File: config.mk
export PLATFORM = sky130hd
export DESIGN_NAME = bcd2bin_c
export DESIGN_NICKNAME = d
export VERILOG_FILES = /design/src/rtl/bcd2bin_c.sv
export SDC_FILE = /design/constraint.sdc
export NUM_CORES = 1
export LEC_CHECK = 0
export BUFFER_PORTS_ARGS = -buffer_cell sky130_fd_sc_hd__buf_2
export CAP_MARGIN = 20
export CORE_ASPECT_RATIO = 1.25
export CORE_MARGIN = 2
export CORE_UTILIZATION = 45
export DETAILED_ROUTE_END_ITERATION = 6
export PLACE_DENSITY = 0.68
export SLEW_MARGIN = 10
export SYNTH_ARGS = -nofsm -noshare
export SYNTH_HDL_FRONTEND = slang
export SYNTH_SLANG_ARGS = --single-unit
File: constraint.sdc
create_clock -name clk -period 1.3 [get_ports clk]
set_clock_uncertainty 0.2 [all_clocks]
set_input_delay 0.39 -clock clk [delete_from_list [all_inputs] [get_ports clk]]
set_output_delay 0.39 -clock clk [all_outputs]
set_load 0.02 [all_outputs]
File: src/rtl/bcd2bin_c.sv
// Serial reverse double-dabble: packed BCD in, unsigned binary out, one result bit per clock.
// Latency BIN_W+1 edges from accepted start to valid; start is ignored while busy.
module bcd2bin_c #(
  parameter int DIGITS = 4,
  parameter int BIN_W  = 14
) (
  input  logic                  clk,
  input  logic                  nrst,
  input  logic                  start,
  input  logic [4*DIGITS-1:0]   bcd,
  output logic [BIN_W-1:0]      bin,
  output logic                  valid,
  output logic                  err,
  output logic                  busy
);

  localparam int BCD_W = 4 * DIGITS;
  localparam int WRK_W = BCD_W + BIN_W;
  localparam int CNT_W = (BIN_W > 1) ? $clog2(BIN_W) : 1;
  localparam logic [CNT_W-1:0] LAST_IT = CNT_W'(BIN_W - 1);

  typedef enum logic [1:0] {S_IDLE, S_RUN, S_DONE} state_t;

  state_t             r_state;
  logic [WRK_W-1:0]   r_work;
  logic [CNT_W-1:0]   r_cnt;
  logic               r_err_pend;
  logic [BIN_W-1:0]   r_bin;
  logic               r_valid;
  logic               r_err;
  logic               r_busy;

  logic [WRK_W-1:0]   w_shift;
  logic [WRK_W-1:0]   w_adj;
  logic               w_bad;

  assign w_shift = r_work >> 1;

  // A digit >= 8 after the shift means a carry of 10 came down from above; remove the excess 3.
  always_comb begin
    w_adj = w_shift;
    for (int i = 0; i < DIGITS; i++) begin
      if (w_shift[BIN_W + 4*i + 3])
        w_adj[BIN_W + 4*i +: 4] = w_shift[BIN_W + 4*i +: 4] - 4'd3;
    end
  end

  always_comb begin
    w_bad = 1'b0;
    for (int i = 0; i < DIGITS; i++) begin
      if (bcd[4*i +: 4] > 4'd9)
        w_bad = 1'b1;
    end
  end

  always_ff @(posedge clk or negedge nrst) begin
    if (!nrst) begin
      r_state    <= S_IDLE;
      r_work     <= '0;
      r_cnt      <= '0;
      r_err_pend <= 1'b0;
      r_bin      <= '0;
      r_valid    <= 1'b0;
      r_err      <= 1'b0;
      r_busy     <= 1'b0;
    end else begin
      r_valid <= 1'b0;
      case (r_state)
        S_IDLE: begin
          if (start) begin
            r_work     <= {bcd, {BIN_W{1'b0}}};
            r_err_pend <= w_bad;
            r_cnt      <= '0;
            r_busy     <= 1'b1;
            r_state    <= S_RUN;
          end
        end
        S_RUN: begin
          r_work <= w_adj;
          r_cnt  <= r_cnt + 1'b1;
          if (r_cnt == LAST_IT)
            r_state <= S_DONE;
        end
        S_DONE: begin
          r_bin   <= r_err_pend ? '0 : r_work[BIN_W-1:0];
          r_err   <= r_err_pend;
          r_valid <= 1'b1;
          r_busy  <= 1'b0;
          r_state <= S_IDLE;
        end
        default: r_state <= S_IDLE;
      endcase
    end
  end

  assign bin   = r_bin;
  assign valid = r_valid;
  assign err   = r_err;
  assign busy  = r_busy;

endmodule

Word-level counts from Yosys, hierarchy flattened
Index checks and enable logic that the tools add are counted.
{ "word_totals": {"reg_bits": 54, "in_bits": 19, "out_inout_bits": 17} }
{ "classes": {"add_sub_neg": 4, "order_cmp": 4, "n_eq_ne": 5, "n_mux": 18, "n_reduce_logical": 7} }
{ "op_table": {"columns": ["operator", "n"], "rows": [
  ["$pmux 30 s2", 1],
  ["$mux 30", 1],
  ["$gt 4x4->1 const B", 4],
  ["$mux 4", 4],
  ["$mux 14", 1],
  ["$sub 4x2->4 const B", 3],
  ["$pmux 4 s2", 1],
  ["$reduce_and 2->1", 4],
  ["$mux 1", 6],
  ["$add 4x1->4 const B", 1],
  ["$eq 4x4->1 const B", 1],
  ["$mux 2", 2],
  ["$ne 2x2->1 const B", 2],
  ["$pmux 2 s2", 1],
  ["$reduce_bool 2->1", 2],
  ["$eq 2x1->1 const B", 1],
  ["$eq 2x2->1 const B", 1],
  ["$logic_not 2->1", 1],
  ["$pmux 1 s2", 1]
]} }

Longest topological paths before layout
{ "depth": {"word_depth": 5, "ltp_mapped": 5} }

Worst setup path before layout
Ideal clock, no wire load.
{ "synth_timing": {"path_type": "register to register", "from": "register r_state[0]", "to": "register r_work[13]", "setup_time_ps": 121, "arrival_time_ps": 1048, "setup_slack_ps": -69, "path_stages_with_launch": 5, "n_path_buf": 2, "path_cell_list": "dfrtp_1 -> buf_4 -> and2b_1 -> buf_4 -> a22o_1"} }
{ "synth_via": {"elab_chain_cells": 3} }
{ "synth_rtl": {"columns": ["item", "line_no", "source"], "rows": [
  ["from (decl)", "24", "state_t r_state;"],
  ["from (signal assigned)", "58", "r_state <= S_IDLE;"],
  ["from (signal assigned)", "75", "r_state <= S_RUN;"],
  ["from (signal assigned)", "82", "r_state <= S_DONE;"],
  ["$eq 2x1->1 or $logic_not 2->1 (tied branches)", "68", "case (r_state)"],
  ["$reduce_bool 2->1 (no source line) or $ne 2x2->1 (tied branches)", null, null],
  ["$reduce_and 2->1 (no source line)", null, null],
  ["to (signal assigned)", "71", "r_work <= {bcd, {BIN_W{1'b0}}};"],
  ["to (signal assigned)", "79", "r_work <= w_adj;"],
  ["to (decl)", "25", "logic [WRK_W-1:0] r_work;"]
]} }
Parallel ways exist; a longest one is shown, timed or not.
A chain may end at the register's enable or synchronous reset.

Worst setup path after layout
{ "layout_timing": {"from": "register r_bin[11], in the netlist bin[11]", "to": "output bin[11]"} }
{ "layout_rtl": {"columns": ["item", "line_no", "source"], "rows": [
  ["from (decl)", "28", "logic [BIN_W-1:0] r_bin;"],
  ["from (signal assigned)", "85", "r_bin <= r_err_pend ? '0 : r_work[BIN_W-1:0];"],
  ["to (decl)", "11", "output logic [BIN_W-1:0] bin,"]
]} }
No word-level cell between the ends.

==> impl_metrics.tcl <==
set metrics [dict create \
    status "complete, but fails checks" \
    violations "negative setup slack" \
    die_h_um 88.0 \
    drc_errors 0 \
    clockRootBuffer "clkbuf_8" \
    synthesis.nets 259 \
    ys_top_cells_by_area "dfrtp_1 53%, a22o_1 5.5%, o21ai_1 4.3%" \
    min-delay-path-class "in -> reg" \
    die_w_um 71.2 \
    wirelength_um 5130 \
    cp_slowest_cell "dfrtp_1" \
    cts_made_buffers 5 \
    clock_sinks 54 \
    port_buffers 35 \
    multiInputGateArea_um2 1200 \
    regArea_um2 1350 \
    required_ps 710 \
    power.leakage_nw 1.60 \
    post_drt_wl_per_cell_um 14.1 \
    whs_ps 175 \
    r2r_start "r_state[0]" \
    min_period_ps 1440 \
    crit_family "flip-flops" \
    max_slew_margin_pct 73.6 \
    grt.overflow.total 0 \
    synth_cell_types 31 \
    finalInstanceArea_um2 3400 \
    syn_area_um2 2540 \
    grt_usage_pct 18.2 \
    ys_seq_elements 54 \
    cts_htree_levels 2 \
    vdd_drop_max_mv 1.04 \
    drive_gt1_share_pct 37.3 \
    start_kind "flip-flop" \
    critPathKind "reg -> out" \
    end_kind "primary output" \
    power_mw 6.63 \
    p_per_area_nw_per_um2 1950 \
    worst_pin_slew_ps 396 \
    grt_pass1_vias 1886 \
    place.gp.congestion 0.816 \
    area_delta_synth_final_pct 34.1 \
    hpwl_um 3460 \
    clkLatencyLatePin_ps 310 \
    via_per_inst 5.30 \
    cts_max_path_buffers 2 \
    die-area_um2 6260 \
    cp_max_fo 2 \
    drt_iter0_drc 129 \
    cap_violations 0 \
    antenna_cells 0 \
    nFillCells 428 \
    avgSynthCellArea_um2 10.8 \
    cts.clk_slew.worst_paths_ps 100 \
    antenna_found_initial 0 \
    hold_end "r_work[24]" \
    arrival_ps 850 \
    worstHoldPathCells 3 \
    pin_count 36 \
    grt_first_pass_wirelength_um 8940 \
    drtPass1Iterations 4 \
    rsz0062_at_grt "true" \
    hold_start "bcd[10]" \
    fin_nets 323 \
    reg2reg_to "r_cnt[3]" \
    setup_ws_ps -140 \
    final_hold_viol_count 0 \
    synth_top_area_cell "dfrtp_1" \
    ant_nets 0 \
    rr_worst_depth 4 \
    timing.final.crit_share_pct 111 \
    max_freq_mhz 694 \
    path_depth 1 \
    core.rowCount 30 \
    yosysTopAreaCellShare_pct 53.2 \
    preCtsSetupSlack_ps -152 \
    floorplan.initialDensity_pct 46.6 \
    num_vias 1929 \
    ys_warn_count 0 \
    drv_slew 0 \
    cp_num_buf_inv 1 \
    setup_viol_count_final 67 \
    ys_seq_area_share_pct 53.2 \
    rrSetupSlack_ps -120 \
    syn_inst 235 \
    cts_tree "built" \
    cpPeakStageDelay_ps 410 \
    grt_max_degree 55 \
    dpl_cell_area_um2 2950 \
    crit_chain "buf_6" \
    coreArea_um2 5440 \
]
==> cells by family (layout without fill, tap and decap cells) <==
family          after synthesis  after routing  share of synthesized area [%]
buf+inv                      19             84                           3.94
mux                           6              6                           2.46
compound gates               75             75                           19.4
xor+xnor                      6              6                           2.07
fa+ha+maj                     5              5                           2.46
simple gates                 70             70                           16.4
flops                        54             54                           53.2
==> per-layer routing <==
layer | vias up | track usage, % | wire [um]
met5 | - | 0 | 0
met4 | 0 | 6.86 | 72
met3 | 5 | 3.22 | 151
met2 | 38 | 29.4 | 2530
met1 | 926 | 24.7 | 2380
li1 | 960 | - | -
==> layout by cell type (no fill, tap or decap), types with 2 or more instances in the layout <==
master	Yosys	routed
xnor2_1	6	6
nor3b_2	7	4
nand2b_1	17	15
nor2_1	8	5
nor2b_1	7	7
nand3_1	5	5
nor2_2	1	4
and3b_1	3	3
buf_2	8	18
buf_12	0	3
buf_8	0	2
nor3b_4	0	3
nand2_4	0	2
nand2b_4	0	2
dfrtp_2	0	2
buf_4	3	23
o21ai_1	22	19
ha_1	5	5
mux2i_1	4	4
a22o_1	16	16
o21ai_2	0	3
buf_6	1	25
a21oi_1	17	13
o21ai_0	4	4
nand2_1	20	15
o22a_1	9	9
a32oi_1	3	3
clkbuf_8	0	5
inv_1	2	2
nand2_2	0	3
a21oi_2	0	4
dfrtp_1	54	52
inv_2	2	2
==> per-stage QoR <==
| stage | std cells | TNS (ps) | util, % |
|---|---|---|---|
| final | 364 | -5680 | 62.5 |
| after global routing | 364 | -9240 | 62.5 |
| after CTS | 361 | -5350 | 61.0 |
| after detailed placement | 347 | -5870 | 54.1 |
| after global placement | 347 | -4390 | 54.1 |
| after floorplan | 235 | -827 | - |
==> area by class of cell <==
class | instances | share of cell area, %
Sequential cell | 54 | 39.8
Clock buffer | 5 | 2.02
Clock inverter | 3 | 1.29
Tap cell | 64 | 2.35
Timing Repair Buffer | 72 | 18.9
Inverter | 4 | 0.441
Multi-Input combinational cell | 162 | 35.2
==> flip-flops by register name, summed over array words and instances, names as in the netlist <==
register	count
r_work	30
busy	1
bin	14
err	1
r_cnt	4
r_err_pend	1
valid	1
r_state	2
==> power by group <==
group	switching (mW)	internal [mW]
clock network	0.558	0.578
logic	1.22	1.54
registers	0.495	2.24
==> cell usage after synthesis <==
library cell / number
a21oi_1: 17
a22o_1: 16
a31oi_1: 1
a32oi_1: 3
a41oi_1: 1
and2b_1: 1
and3b_1: 3
and4_1: 1
buf_2: 8
buf_4: 3
buf_6: 1
clkbuf_1: 3
dfrtp_1: 54
ha_1: 5
inv_1: 2
inv_2: 2
mux2_1: 2
mux2i_1: 4
nand2_1: 20
nand2b_1: 17
nand3_1: 5
nor2_1: 8
nor2_2: 1
nor2b_1: 7
nor3b_2: 7
o21ai_0: 4
o21ai_1: 22
o21bai_2: 1
o22a_1: 9
o22ai_1: 1
xnor2_1: 6
==> worst max path at each step <==
| stage | start | end | slack, ps |
|---|---|---|---|
| finish | bin[11] | bin[11] | -140 |
| global route | r_state[0] | r_cnt[2] | -180 |
| CTS | bin[11] | bin[11] | -150 |
| detailed placement | r_state[0] | r_cnt[3] | -150 |
| global placement | start | r_work[23] | -140 |
| floorplan | r_state[0] | r_work[13] | -50 |
==> timing repair <==
| action | in CTS | in global routing |
|---|---|---|
| setup endpoints to repair | 70 | 67 |
| pin swaps | 6 | 7 |
| buffers inserted | 5 | 3 |
| gates cloned | 0 | 0 |
| hold buffers | 1 | 0 |
| hold endpoints to repair | 54 | 0 |
| resized for setup | 62 | 16 |
Note: power is estimated with default switching activity, not from simulation.
